==> config.mk <==
export PLATFORM = sky130hd
export DESIGN_NAME = uk101_video_timing
export DESIGN_NICKNAME = d
export VERILOG_FILES = /design/src/rtl/uk101_video_timing.sv
export SDC_FILE = /design/constraint.sdc
export NUM_CORES = 1
export LEC_CHECK = 0
export CORE_AREA = 2 2 67 69
export DETAILED_ROUTE_END_ITERATION = 8
export DIE_AREA = 0 0 69 71
export HOLD_SLACK_MARGIN = 0.1
export PLACE_DENSITY = 0.84
export SYNTH_ARGS = -nofsm -noshare
export SYNTH_HDL_FRONTEND = slang
export SYNTH_SLANG_ARGS = --single-unit
==> constraint.sdc <==
create_clock -name clk -period 4.83 [get_ports clk]
set_clock_uncertainty 0.15 [all_clocks]
set_input_delay 0.7245 -clock clk [delete_from_list [all_inputs] [get_ports clk]]
set_output_delay 0.7245 -clock clk [all_outputs]
set_load 0.05 [all_outputs]
==> src/rtl/uk101_video_timing.sv <==
// UK101 video timing: pixel clock-enable divider, raster counters, sync/blank
// decode and character-cell coordinates, with a per-frame latched display mode.
module uk101_video_timing #(
    parameter int unsigned CE_DIV       = 5,
    parameter int unsigned H_TOTAL      = 640,
    parameter int unsigned V_TOTAL      = 312,
    parameter int unsigned H_SYNC_START = 560,
    parameter int unsigned H_SYNC_LEN   = 48,
    parameter int unsigned V_SYNC_START = 280,
    parameter int unsigned V_SYNC_LEN   = 3,
    parameter int unsigned V_ACTIVE     = 256
) (
    input  logic       clk,
    input  logic       n_reset,
    input  logic       mode,
    output logic       ce_pix,
    output logic       hsync,
    output logic       vsync,
    output logic       hblank,
    output logic       vblank,
    output logic       de,
    output logic [5:0] char_col,
    output logic [4:0] char_row,
    output logic [2:0] pix_x,
    output logic [3:0] pix_y,
    output logic       frame_start,
    output logic       mode_active
);

    localparam int unsigned DW       = (CE_DIV > 1) ? $clog2(CE_DIV) : 1;
    localparam int unsigned HW       = $clog2(H_TOTAL);
    localparam int unsigned VW       = $clog2(V_TOTAL);
    localparam int unsigned H_ACT_64 = 512;
    localparam int unsigned H_ACT_48 = 384;

    // Parameter sanity, evaluated at elaboration
    if (CE_DIV < 1) begin : g_bad_ce_div
        $error("CE_DIV must be at least 1");
    end
    if (H_SYNC_START + H_SYNC_LEN > H_TOTAL) begin : g_bad_hsync
        $error("hsync extends past H_TOTAL");
    end
    if (V_SYNC_START + V_SYNC_LEN > V_TOTAL) begin : g_bad_vsync
        $error("vsync extends past V_TOTAL");
    end
    if (V_ACTIVE > V_SYNC_START) begin : g_bad_vactive
        $error("V_ACTIVE overlaps vsync");
    end
    if (H_SYNC_START < H_ACT_64) begin : g_bad_hsync_start
        $error("hsync starts inside the 64-column active area");
    end

    logic [DW-1:0] div;
    logic [HW-1:0] h;
    logic [VW-1:0] v;

    logic        at_origin;
    logic        m_c;
    logic [31:0] h_i;
    logic [31:0] v_i;
    logic        hb_c, vb_c, hs_c, vs_c, de_c;
    logic [5:0]  col_c;
    logic [4:0]  row_c;
    logic [2:0]  px_c;
    logic [3:0]  py_c;
    logic        h_last, v_last;

    // Decode of the current raster position; the new mode applies from (0,0)
    always_comb begin
        at_origin = (h == '0) && (v == '0);
        m_c       = at_origin ? mode : mode_active;
        h_i       = 32'(h);
        v_i       = 32'(v);
        hb_c      = h_i >= (m_c ? H_ACT_48 : H_ACT_64);
        vb_c      = v_i >= V_ACTIVE;
        hs_c      = (h_i >= H_SYNC_START) && (h_i < H_SYNC_START + H_SYNC_LEN);
        vs_c      = (v_i >= V_SYNC_START) && (v_i < V_SYNC_START + V_SYNC_LEN);
        de_c      = !hb_c && !vb_c;
        col_c     = '0;
        row_c     = '0;
        px_c      = '0;
        py_c      = '0;
        if (de_c) begin
            px_c  = h_i[2:0];
            col_c = h_i[8:3];
            if (m_c) begin
                py_c  = v_i[3:0];
                row_c = {1'b0, v_i[7:4]};
            end else begin
                py_c  = {1'b0, v_i[2:0]};
                row_c = v_i[7:3];
            end
        end
        h_last = (h == HW'(H_TOTAL - 1));
        v_last = (v == VW'(V_TOTAL - 1));
    end

    always_ff @(posedge clk or negedge n_reset) begin
        if (!n_reset) begin
            div         <= '0;
            h           <= '0;
            v           <= '0;
            ce_pix      <= 1'b0;
            hsync       <= 1'b0;
            vsync       <= 1'b0;
            hblank      <= 1'b1;
            vblank      <= 1'b1;
            de          <= 1'b0;
            char_col    <= '0;
            char_row    <= '0;
            pix_x       <= '0;
            pix_y       <= '0;
            frame_start <= 1'b0;
            mode_active <= 1'b0;
        end else begin
            if (div == DW'(CE_DIV - 1)) begin
                div    <= '0;
                ce_pix <= 1'b1;
            end else begin
                div    <= div + DW'(1);
                ce_pix <= 1'b0;
            end
            // Outputs lag the counters by one pixel
            if (ce_pix) begin
                hsync       <= hs_c;
                vsync       <= vs_c;
                hblank      <= hb_c;
                vblank      <= vb_c;
                de          <= de_c;
                char_col    <= col_c;
                char_row    <= row_c;
                pix_x       <= px_c;
                pix_y       <= py_c;
                frame_start <= at_origin;
                if (at_origin) begin
                    mode_active <= mode;
                end
                if (h_last) begin
                    h <= '0;
                    v <= v_last ? '0 : v + VW'(1);
                end else begin
                    h <= h + HW'(1);
                end
            end
        end
    end

endmodule

# == After elaboration in Yosys (flattened, before gate mapping) ==
# Cells that the tools add are included.
# totals
ff_bits,48
inputBits,3
output_inout_bits,26
elab_cells,48
# classes
addsub,3
magnitude_cmp,6
eq_ne,3
muxes,12
n_reduce_logical,9
# ops
operator,count
$mux 10,2
$ge 9x9->1 const B,2
$add 10x1->10 const B,1
$eq 10x10->1 const B,1
$ge 10x10->1,1
$ge 10x10->1 const B,1
$logic_not 10->1,1
$lt 10x10->1 const B,1
$mux 5,2
$add 9x1->9 const B,1
$eq 9x9->1 const B,1
$logic_not 9->1,1
$lt 9x9->1 const B,1
$mux 9,1
$mux 4,2
$mux 3,2
$mux 6,1
$logic_and 1x1->1,4
$add 3x1->3 const B,1
$eq 3x3->1 const B,1
$logic_not 1->1,2
$mux 1,2
$reduce_and 2->1,1

# == Logic depth before layout (Yosys ltp) ==
# Gate-level depths: netlist of run 1.
# depth
word_depth,8
depth_mapped,14

# == Least setup slack after synthesis of run 1 ==
# OpenSTA, ideal clock, no wires.
# synth_timing
path_type,flip-flop to flip-flop
startpoint,reg h[4]
endpoint,reg char_col[3]
setup_time_ps,121
t_arrival_ps,3345
required_time_ps,4559
setup_slack_ps,1214
path_stages_with_launch,15
n_path_buf,2
synth_period_minus_slack_ps,3616
cell_sequence,dfrtp_1 clkbuf_2 or4_1 or3b_1 o31a_1 nor2_1 inv_1 ha_1 nand3b_1 o21ai_0 nand2_1 a2bb2oi_1 nor4_4 buf_6 a22o_1
# synth_between
elab_chain_cells,8
# synth_lines
element,line,source
"start, declared",54,logic [HW-1:0] h;
"start signal, assigned",142,h <= h + HW'(1);
$logic_not 10->1,70,at_origin = (h == '0) && (v == '0);
$logic_and 1x1->1,70,
$mux 1,n/a,
$mux 10,74,hb_c = h_i >= (m_c ? H_ACT_48 : H_ACT_64);
$ge 10x10->1 *,74,
$logic_not 1->1 *,78,de_c = !hb_c && !vb_c;
$logic_and 1x1->1 *,78,
$mux 6 *,83,if (de_c) begin
"end signal, assigned",130,char_col <= col_c;
"end, declared",22,"output logic [5:0] char_col,"
# Mark *: on every way between the ends. The rest lies on a longest branch, timed or not.
# A chain may end at the register's enable or synchronous reset.

# == Final worst setup path of run 1 ==
# layout_timing
startpoint,reg h[2]
endpoint,reg char_row[4]
# layout_between
elab_chain_cells,8
# layout_lines
element,line,source
$logic_not 10->1,70,
$logic_and 1x1->1,70,
$mux 1,n/a,
$mux 10,74,
$ge 10x10->1,74,
$logic_not 1->1,78,
$logic_and 1x1->1,78,
$mux 5 *,83,
"end signal, assigned",131,char_row <= row_c;
"end, declared",23,"output logic [4:0] char_row,"
# Marks and branches as above.

==> qor.tcl, run 1 <==
set qor(run_status) {finished clean}
set qor(synth_flop_cell) {dfrtp_1}
set qor(max_slew_margin) 0.319
set qor(post_cts.repair.setup_buffers) 0
set qor(dpl.hpwl_um) 2950
set qor(antenna_cells_inserted) 0
set qor(synth.cell_area_mm2) 0.00219
set qor(finalWorstSetupSlack_ns) 0.535
set qor(hold_class) {reg -> reg}
set qor(power.ir.vdd_worst_v) 0.000194
set qor(netlist-cell-type-count) 36
set qor(critical_path_required_time_ns) 4.93
set qor(drc) 0
set qor(final_period_minus_worst_setup_slack_ns) 4.30
set qor(io_buffer_count) 28
set qor(total_cts_buffers) 5
set qor(layout_worst_path_cycle_share) 0.889
set qor(crit_start) {h[2]$_DFFE_PN0P_}
set qor(vias_in_the_first_global_route) 1582
set qor(p_sw_uw) 143
set qor(worstReg2RegEnd) {char_row[4]$_DFFE_PN0P_}
set qor(ios) 29
set qor(viasPerCell) 5.84
set qor(finalSetupTns_ns) 0
set qor(cellPowerDensity_mw_per_mm2) 270
set qor(num-nets-final) 235
set qor(syn_inst) 199
set qor(layout_cell_share_with_drive_strength_beyond_1) 0.0885
set qor(synth.area.top_cells) {dfrtp_1, a22o_1, ha_1}
set qor(final_design_area_no_fill_mm2) 0.00260
set qor(clock_power_share) 0.406
set qor(ant_nets) 0
set qor(critical_path_class) {reg -> reg}
set qor(postSynthNetCount) 209
set qor(rr_startpoint) {h[2]$_DFFE_PN0P_}
set qor(synth_top_cell_by_area) {dfrtp_1}
set qor(timing.reg2reg.setup_slack_ns) 0.53
set qor(antenna_violations_before_repair) 0
set qor(critPathLaunchType) {flip-flop}
set qor(grt_setup_unrepaired) {no}
set qor(drt_iter0_markers) 130
set qor(finish.utilization) 0.619
set qor(max_clock_freq_mhz) 233
set qor(swShare) 0.204
set qor(cts_hold_buffers) 0
set qor(syn_to_final_growth_pct) 18.7
set qor(htree_num_levels) 2
set qor(worst-path-max-fanout) 19
set qor(yosys.area.top_type_share) 0.525
set qor(setup_viol) 0
set qor(postPlaceCellArea_mm2) 0.00249
set qor(clock_tree_from_tritoncts) {yes}
set qor(cts_root_buffer) {clkbuf_8}
set qor(clock-sinks) 48
set qor(worst_setup_hold_path_clk_slew_ns) 0.09
set qor(reg2reg_depth) 12
set qor(ctsLongestPathBuffers) 2
set qor(ys_seq_area_frac) 0.549
set qor(tightestPinTransition_ns) 1.01
set qor(die_h_um) 71
set qor(placement_rows) 24
set qor(synth-edff-count) 0
set qor(cts.repair.resized) 0
set qor(synth_area_per_cell_um2) 11.0
set qor(hold_slack_ns) 0.320
set qor(pre_cts_ws_ns) 0.513
set qor(flip_flop_and_latch_count_after_synthesis) 48
set qor(drt_wl_total_um) 4430
set qor(place.gp.congestion) 0.833
set qor(core-area_mm2) 0.00420
set qor(die_w_um) 69
set qor(routedWlPerCell_um) 15.9
set qor(worst_setup_path_endpoint) {char_row[4]$_DFFE_PN0P_}
set qor(initial_utilization) 0.521
set qor(drt_pre_antenna_iters) 4
set qor(track_usage) 0.199
set qor(timing.critical_path.arrival_ns) 4.39
set qor(clk_latency_ns) 0.31
set qor(grt.overflow.total) 0
set qor(maximum_capacitance_violations) 0
set qor(total_count_of_max_transition_violations_in_the_final_report) 0
set qor(p_leak_uw) 0.00117
set qor(final_hold_viol_count) 0
set qor(grt_max_degree) 49
set qor(p_seq_frac) 0.573
set qor(dr_total_vias) 1624
set qor(grt_first_pass_wirelength_um) 7710
set qor(p_comb_frac) 0.021
set qor(internal_power_uw) 559
set qor(timing.hold.worst.start) {div[0]$_DFF_PN0_}
set qor(yosys_warnings) 0
set qor(share_of_synthesized_flip_flops_with_an_asynchronous_set_or_reset) 1.00
set qor(die_area_mm2) 0.00490
set qor(endpoint_kind) {flip-flop}
## cells by family (layout without fill, tap and decap cells)
logic type                 after synthesis  after routing  share of synthesized area
DFF                                     48             48                      0.549
muxes                                    6              6                     0.0308
and+or+nand+nor                         60             60                      0.147
adders and majority gates                7              7                     0.0400
xor gates and xnor gates                12             12                     0.0479
AOI/OAI and AO/OA                       42             42                      0.140
buffers and inverters                   24             51                     0.0451
## worst max-delay path, stage by stage, from the launching register on
cell      delay [ns]
dfrtp_1         0.46
or4_1           0.56
or3b_1          0.43
o31a_1          0.32
nor2_1          0.41
inv_1           0.13
ha_1            0.29
nand3b_1        0.07
o21ai_0         0.09
o21ai_0         0.18
inv_1           0.10
nor4_4          0.77
a32o_1          0.27
## layout make-up
cell class / count / area, um^2
clock buffers: 6 / 72.6
clock inverters: 2 / 35.0
fillers: 343 / 1600
inverters: 14 / 52.6
multi-input cells: 127 / 890
flip-flops and latches: 48 / 1200
well taps: 52 / 65.1
repair buffers: 29 / 283
## power by group through the flow
stage | combinational (uW) | sequential [uW] | clock [uW]
after floorplan | 3.18 | 412 | 0
after global placement | 15.0 | 410 | 0
after detailed placement | 15.5 | 410 | 0
after CTS | 15.5 | 402 | 287
after global routing | 17.2 | 403 | 302
final | 14.7 | 402 | 285
## worst min path at each step
stage          slack [ns]                to  depth (start not counted)
2_1_floorplan        0.28  ce_pix$_DFF_PN0_                          0
3_3_place_gp         0.30  div[0]$_DFF_PN0_                          1
3_5_place_dp         0.31  div[0]$_DFF_PN0_                          1
4_1_cts              0.32  div[0]$_DFF_PN0_                          1
5_1_grt              0.34  div[0]$_DFF_PN0_                          1
6_report             0.32  div[0]$_DFF_PN0_                          1
## synthesized netlist by cell type (all sizes together) (2+ instances only)
library cell	instances
a21o	4
a21oi	2
a22o	16
a32o	2
and3	4
clkbuf	9
dfrtp	46
dfstp	2
ha	7
inv	13
mux2	6
nand2	15
nand3	6
nand4	5
nor2	13
nor3	2
nor4	6
o21ai	13
or3b	3
or4	2
xnor2	8
xor2	4
## per-layer routing
| layer | GRT usage | part of all wire |
|---|---|---|
| met1 | 0.282 | 0.46 |
| met2 | 0.300 | 0.47 |
| met3 | 0.0413 | 0.053 |
| met4 | 0.0850 | 0.018 |
| met5 | 0 | 0 |
## registers in the layout (all words and copies together), names as in the netlist, 3 cells and up
register,cells
char_col,6
char_row,5
div,3
h,10
pix_x,3
pix_y,4
v,9
## stage by stage
stage | power, uW | std cells
finish | 702 | 278
global route | 722 | 278
CTS | 705 | 278
detailed placement | 426 | 270
global placement | 425 | 270
floorplan | 415 | 199
## cell usage in the layout (no fill, tap or decap), types with 2 or more instances in the layout
cell type / n
a32o_1: 2
nor2_1: 13
a21oi_1: 2
nand3_1: 6
xnor2_1: 8
a21o_1: 4
mux2_2: 6
dfrtp_1: 46
or4_1: 2
xor2_1: 4
inv_1: 13
o21ai_0: 13
or3b_2: 2
clkbuf_8: 5
and3_1: 4
dfstp_2: 2
nor3_1: 2
nor4_1: 5
a22o_1: 16
nand4_1: 5
nand2_1: 15
ha_1: 7
clkdlybuf4s50_1: 27
No activity file was read; power rests on OpenSTA's default activity.
==> run 2: changes to the inputs <==
--- a/config.mk
+++ b/config.mk
@@ -5,11 +5,13 @@
 export SDC_FILE = /design/constraint.sdc
 export NUM_CORES = 1
 export LEC_CHECK = 0
-export CORE_AREA = 2 2 67 69
+export ABC_AREA = 1
+export CORE_AREA = 2 2 70 72
 export DETAILED_ROUTE_END_ITERATION = 8
-export DIE_AREA = 0 0 69 71
+export DIE_AREA = 0 0 72 74
 export HOLD_SLACK_MARGIN = 0.1
 export PLACE_DENSITY = 0.84
+export SETUP_SLACK_MARGIN = 0.3
 export SYNTH_ARGS = -nofsm -noshare
 export SYNTH_HDL_FRONTEND = slang
 export SYNTH_SLANG_ARGS = --single-unit
==> run 2 against run 1 <==
Effect of this change:
- design area up 11%
- critical endpoint unchanged
- wire length up 16%
- critical path depth up 3
- combinational power up 100%
- largest cell class unchanged
- cell count up 32%
- non-clock buffer count unchanged
- hold slack better by 0.0032 ns
- clock power up 13%
- total power up 7.6%
- utilization up 0.68 points
- maximum frequency up 39%
==> qor.tcl, run 2 <==
set qor(clock_power_share) 0.425
set qor(synthAdderAreaFrac) 0.0359
set qor(ctsLongestPathBuffers) 2
set qor(drt_wl_total_um) 5150
set qor(ant_nets) 0
set qor(htree_num_levels) 2
set qor(dr_total_vias) 1938
set qor(drt_iter0_markers) 162
set qor(power.ir.vdd_worst_v) 0.000149
set qor(timing.critical_path.arrival_ns) 3.16
set qor(antenna_violations_before_repair) 0
set qor(ios) 29
set qor(largest_reg_flops) 10
set qor(final_period_minus_worst_setup_slack_ns) 3.09
set qor(total_count_of_max_transition_violations_in_the_final_report) 0
set qor(worst_path_largest_cell_delay_ns) 0.41
set qor(viasPerCell) 5.30
set qor(syn_to_final_growth_pct) 17.8
set qor(synth_xor_xnor_area_share) 0.0251
set qor(share_of_synthesized_flip_flops_with_an_asynchronous_set_or_reset) 1.00
set qor(cts.repair.resized) 0
set qor(final_hold_viol_count) 0
set qor(synth_top_cell_by_area) {dfrtp_1}
set qor(routedWlPerCell_um) 14.1
set qor(core-area_mm2) 0.00460
set qor(netlist-cell-type-count) 34
set qor(power.total_uw) 756
set qor(muxShareOfSynthArea) 0
set qor(cellPowerDensity_mw_per_mm2) 263
set qor(drc) 0
set qor(drt_pre_antenna_iters) 4
set qor(ys_top_cells_by_count) {inv_1, nand2_1, dfrtp_1}
set qor(ff_latch_area_mm2) 0.00120
set qor(layout_top_registers) {h (10), v (9), char_col (6)}
set qor(ys_seq_area_frac) 0.493
set qor(clk_latency_ns) 0.31
set qor(clock_tree_from_tritoncts) {yes}
set qor(layout_cell_share_with_drive_strength_beyond_1) 0.103
set qor(p_seq_frac) 0.536
set qor(critical-path-slowest-cell) {dfrtp_1}
set qor(num-nets-final) 321
set qor(cts_hold_buffers) 0
set qor(die_area_mm2) 0.00533
set qor(die_h_um) 74
set qor(swShare) 0.213
set qor(synth.cell_area_mm2) 0.00244
set qor(vias_in_the_first_global_route) 1872
set qor(crit_start) {h[0]$_DFFE_PN0P_}
set qor(timing.hold.worst.start) {vblank$_DFFE_PN1P_}
set qor(flip_flop_and_latch_count_after_synthesis) 48
set qor(synth-simple-area-share) 0.228
set qor(p_leak_uw) 0.00141
set qor(crit_chain) {inv_1 > ha_1 > nand2_1 > nor2_1 > nand4_1 > nand2_1 > inv_1 > ha_1 > nand2_1 > nor2_1 > nand2_1 > nand2_1 > o21ai_2 > nand4_4 > o21bai_1}
set qor(layout.cells.most_common_list) {inv_1, nand2_1, dfrtp_1, nor2_1, clkdlybuf4s50_1}
set qor(total_cts_buffers) 5
set qor(postSynthNetCount) 293
set qor(grt_max_degree) 49
set qor(critical_path_class) {reg -> reg}
set qor(synth_area_per_cell_um2) 8.63
set qor(die_w_um) 72
set qor(hold_class) {reg -> reg}
set qor(worst-path-max-fanout) 16
set qor(max_clock_freq_mhz) 324
set qor(post_cts.repair.setup_buffers) 0
set qor(tightestPinTransition_ns) 1.07
set qor(dominant_combinational_cell_family_by_area_after_synthesis) {simple AND/OR/NAND/NOR gates}
set qor(grt_first_pass_wirelength_um) 8850
set qor(critPathLaunchType) {flip-flop}
set qor(cts_root_buffer) {clkbuf_8}
set qor(maximum_capacitance_violations) 0
set qor(finish.utilization) 0.626
set qor(grt.overflow.total) 0
set qor(internal_power_uw) 595
set qor(antenna_cells_inserted) 0
set qor(dpl.hpwl_um) 3490
set qor(fraction_of_the_mapped_netlist_area_in_compound_gates) 0.125
set qor(synth-edff-count) 0
set qor(timing.critical_path.mode_cell) {nand2_1}
set qor(p_sw_uw) 161
set qor(endpoint_kind) {flip-flop}
set qor(track_usage) 0.217
set qor(place.gp.congestion) 0.891
set qor(rr_startpoint) {h[0]$_DFFE_PN0P_}
set qor(yosys_warnings) 0
set qor(grt_setup_unrepaired) {no}
set qor(clock-sinks) 48
set qor(p_comb_frac) 0.039
set qor(regMostFlops) {h}
set qor(syn_inst) 283
set qor(worst_setup_hold_path_clk_slew_ns) 0.09
set qor(multi_input_logic_area_mm2) 0.00101
set qor(run_status) {finished clean}
set qor(synth.area.top_cells) {dfrtp_1, inv_1, nand2_1}
set qor(placement_rows) 25
set qor(io_buffer_count) 28
set qor(yosys.area.top_type_share) 0.472
set qor(finalSetupTns_ns) 0
set qor(final_layout_fill_cell_count) 407
set qor(critical_path_required_time_ns) 4.91
set qor(synth_flop_cell) {dfrtp_1}
set qor(initial_utilization) 0.531
set qor(setup_viol) 0
set qor(layout_worst_path_cycle_share) 0.639
set qor(max_slew_margin) 0.289
run 2: path summary, 6_finish.rpt:
path,end,slack (ns),depth (start not counted)
max,char_row[4]$_DFFE_PN0P_,1.74,15
min,vblank$_DFFE_PN1P_,0.32,2
max reg2reg,char_row[4]$_DFFE_PN0P_,1.74,15
min reg2reg,vblank$_DFFE_PN1P_,0.32,2
max in group asynchronous,char_row[0]$_DFFE_PN0P_,3.42,1
min in group asynchronous,div[2]$_DFF_PN0_,0.45,1
run 2: worst max-delay path: cells and delay by family, from the launching register on:
family | cells | cell delay, ns
AND/OR/NAND/NOR | 9 | 1.23
buffers and inverters | 2 | 0.24
flip-flops | 1 | 0.41
adder cells (fa/ha/maj) | 2 | 0.47
AO/OA/AOI/OAI | 2 | 0.50
run 2: through the flow:
| step | setup slack [ns] | std cells | hold WS (ns) | area (um^2) |
|---|---|---|---|---|
| 4_1_cts | 1.75 | 366 | 0.323 | 2880 |
| 3_5_place_dp | 1.54 | 358 | 0.313 | 2750 |
| 6_report | 1.74 | 366 | 0.323 | 2880 |
| 2_1_floorplan | 2.38 | 283 | 0.279 | 2440 |
| 5_1_grt | 1.43 | 366 | 0.347 | 2880 |
| 3_3_place_gp | 1.65 | 358 | 0.298 | 2750 |
run 2: layout make-up:
class                   instances  share of cell area
clock buffers                   7              0.0335
clock inverters                 1              0.0104
inverters                      50              0.0652
multi-input cells             177               0.351
flip-flops and latches         48               0.418
well taps                      54              0.0235
repair buffers                 29              0.0983
run 2: cells by family (layout without fill, tap and decap cells):
kind of cell,count (synthesis),in the layout
fa+ha+maj,7,7
xor+xnor,7,7
buf+inv,58,87
simple gates,120,120
compound gates,43,43
flops,48,48
run 2: power groups by stage:
| stage | combinational [uW] | sequential (uW) | clock [uW] |
|---|---|---|---|
| 5_1_grt | 33.3 | 405 | 334 |
| 6_report | 29.4 | 405 | 321 |
| 3_3_place_gp | 29.4 | 413 | 0 |
| 2_1_floorplan | 7.70 | 421 | 0 |
| 3_5_place_dp | 29.9 | 413 | 0 |
| 4_1_cts | 30.0 | 405 | 323 |
run 2: per-layer routing:
metal / GRT usage / wire, um / part of all wire
met5: 0 / 0 / 0
met4: 0.0692 / 76 / 0.015
met3: 0.0366 / 219 / 0.042
met2: 0.366 / 2440 / 0.47
met1: 0.289 / 2420 / 0.47
==> run 3: changes to the inputs <==
--- a/config.mk
+++ b/config.mk
@@ -6,11 +6,11 @@
 export NUM_CORES = 1
 export LEC_CHECK = 0
 export ABC_AREA = 1
-export CORE_AREA = 2 2 70 72
+export CORE_AREA = 2 2 73 75
 export DETAILED_ROUTE_END_ITERATION = 8
-export DIE_AREA = 0 0 72 74
+export DIE_AREA = 0 0 75 77
 export HOLD_SLACK_MARGIN = 0.1
-export PLACE_DENSITY = 0.84
+export PLACE_DENSITY = 0.81
 export SETUP_SLACK_MARGIN = 0.3
 export SYNTH_ARGS = -nofsm -noshare
 export SYNTH_HDL_FRONTEND = slang
==> constraint.sdc (replaced) <==
create_clock -name clk -period 2.8 [get_ports clk]
set_clock_uncertainty 0.15 [all_clocks]
set_input_delay 0.42 -clock clk [delete_from_list [all_inputs] [get_ports clk]]
set_output_delay 0.42 -clock clk [all_outputs]
set_load 0.05 [all_outputs]
==> run 3 against run 2 <==
Effect of this change:
- the flow now finishes with violations (setup timing)
- maximum frequency increased by 9.1%
- cell count increased by 19%
- count of clock-buffer cells in the layout unchanged
==> qor.tcl, run 3 (synthesis results as in run 2) <==
set qor(run_status) {complete, but fails checks}
set qor(failed_checks) {setup timing}
set qor(grt_max_degree) 30
set qor(dpl.hpwl_um) 3640
set qor(drc) 0
set qor(drt_pre_antenna_iters) 7
set qor(p_leak_uw) 0.00170
set qor(finalWorstSetupSlack_ns) -0.0288
set qor(clock-sinks) 48
set qor(rr_startpoint) {v[0]$_DFFE_PN0P_}
set qor(hold_slack_ns) 0.317
set qor(largest_reg_flops) 10
set qor(die_h_um) 77
set qor(critical_path_class) {reg -> reg}
set qor(initial_utilization) 0.490
set qor(antenna_cells_inserted) 0
set qor(final_hold_viol_count) 0
set qor(grt_first_pass_wirelength_um) 11800
set qor(dr_total_vias) 2511
set qor(grt_setup_unrepaired) {yes}
set qor(hold_depth) 2
set qor(num-nets-final) 374
set qor(mostFrequentLayoutCell) {dfrtp_1}
set qor(ios) 29
set qor(place.gp.congestion) 0.840
set qor(placement_rows) 26
set qor(syn_to_final_growth_pct) 41.0
set qor(stdcell_count) 435
set qor(critical_path_required_time_ns) 2.84
set qor(viasPerCell) 5.77
set qor(layout_cell_share_with_drive_strength_beyond_1) 0.290
set qor(htree_num_levels) 2
set qor(layout_top_registers) {h (10), v (9), char_col (6)}
set qor(cellPowerDensity_mw_per_mm2) 344
set qor(total_count_of_max_transition_violations_in_the_final_report) 0
set qor(reg2reg_depth) 17
set qor(timing.critical_path.arrival_ns) 2.87
set qor(critPathLaunchType) {flip-flop}
set qor(routedWlPerCell_um) 18.9
set qor(ant_nets) 0
set qor(worst_setup_hold_path_clk_slew_ns) 0.09
set qor(clock_tree_from_tritoncts) {yes}
set qor(placed_cells) 382
set qor(endpoint_kind) {flip-flop}
set qor(antenna_violations_before_repair) 0
set qor(maximum_capacitance_violations) 0
set qor(die_w_um) 75
set qor(hold_class) {reg -> reg}
set qor(core-area_mm2) 0.00498
set qor(worstReg2RegEnd) {char_col[3]$_DFFE_PN0P_}
set qor(final_period_minus_worst_setup_slack_ns) 2.83
set qor(final_layout_fill_cell_count) 313
set qor(track_usage) 0.268
set qor(finish.utilization) 0.691
set qor(drt_iter0_markers) 401
set qor(io_buffer_count) 28
set qor(clk_latency_ns) 0.30
set qor(ctsLongestPathBuffers) 2
set qor(layout.cells.most_common_list) {dfrtp_1, buf_4, inv_1, nand2_1, nor2_1}
set qor(max_slew_margin) 0.612
set qor(regMostFlops) {h}
set qor(timing.hold.worst.start) {vblank$_DFFE_PN1P_}
set qor(power.ir.vdd_worst_v) 0.000309
set qor(cts_root_buffer) {clkbuf_8}
set qor(drt_wl_total_um) 8210
set qor(vias_in_the_first_global_route) 2400
set qor(hold_path_end) {vblank$_DFFE_PN1P_}
set qor(power.total_uw) 1180
set qor(setup_viol) 4
set qor(timing.reg2reg.setup_slack_ns) -0.03
set qor(die_area_mm2) 0.00578
set qor(max_clock_freq_mhz) 354
set qor(layout_worst_path_cycle_share) 1.01
set qor(worst-path-max-fanout) 6
set qor(total_cts_buffers) 5
set qor(grt.overflow.total) 0
set qor(tightestPinTransition_ns) 0.578
run 3: cell types whose count changed in the layout (fill, tap and decap cells not counted), moves of 3 or more:
cell,delta
o21ai_1,+3
inv_2,+4
inv_1,-5
nor2_1,-3
buf_4,+42
buf_6,+8
ha_1,-3
nand3_1,-3
nand2_1,-7
nand2_2,+6
ha_4,+3
o21ai_0,-4
run 3: power breakdown:
| group | internal [uW] | switching, uW | total [uW] | leakage, uW |
|---|---|---|---|---|
| clock | 176 | 228 | 404 | 0.0000422 |
| combinational | 32.5 | 49.7 | 82.3 | 0.00103 |
| sequential | 696 | 2.41 | 699 | 0.000630 |
run 3: cell type report:
class                      count  area, um^2  area share
clock inverter                 1        5.00     0.00145
clock buffer                   7        76.3      0.0222
timing repair buffer          82         743       0.216
sequential                    48        1200       0.350
multi-input combinational    177        1130       0.329
inverter                      50         190      0.0553
tap                           70        87.6      0.0255
run 3: routing by layer:
layer,routed length (um),track usage,part of all wire,vias up
met5,0,0,0,-
met4,611,0.139,0.074,0
met3,777,0.0631,0.095,65
met2,3900,0.418,0.47,220
met1,2930,0.341,0.36,1164
li1,-,-,-,1062
run 3: worst max path at each step:
stage,startpoint,cells after the start,endpoint
floorplan,v[0]$_DFFE_PN0P_,17,char_row[3]$_DFFE_PN0P_
global placement,mode,13,char_row[4]$_DFFE_PN0P_
detailed placement,v[0]$_DFFE_PN0P_,15,pix_y[2]$_DFFE_PN0P_
CTS,v[0]$_DFFE_PN0P_,18,char_row[0]$_DFFE_PN0P_
global route,v[0]$_DFFE_PN0P_,17,char_col[3]$_DFFE_PN0P_
finish,v[0]$_DFFE_PN0P_,17,char_col[3]$_DFFE_PN0P_
run 3: repair_timing:
action | 4_1_cts | 5_1_grt
setup buffers | 37 | 6
resized for setup | 16 | 31
endpoints found under the hold margin | 20 | 0
setup endpoints to repair | 19 | 22
pin swaps | 13 | 10
hold buffers | 1 | 0
gates cloned | 1 | 0
run 3: through the flow:
| step | cell area (um^2) | setup TNS (ns) | worst slack (ns) |
|---|---|---|---|
| 2_1_floorplan | 2440 | 0 | 0.351 |
| 3_3_place_gp | 2830 | 0 | 0.130 |
| 3_5_place_dp | 2830 | 0 | 0.00464 |
| 4_1_cts | 3280 | 0 | 0.280 |
| 5_1_grt | 3440 | -0.335 | -0.0494 |
| 6_report | 3440 | -0.0610 | -0.0288 |
run 3: critical path, stage by stage (launching register included):
cell and delay [ns]:
dfrtp_1 0.40, inv_2 0.10, ha_4 0.15, nor3b_4 0.22, nand4_1 0.18, nand2_2 0.14, inv_2 0.07, ha_4 0.28
nand2_2 0.04, nor2_1 0.10, nand2_1 0.08, nand2_2 0.11, nand2_2 0.09, nand2_4 0.10, nand3_4 0.09, nand4_4 0.16
clkbuf_16 0.17, o21bai_2 0.07
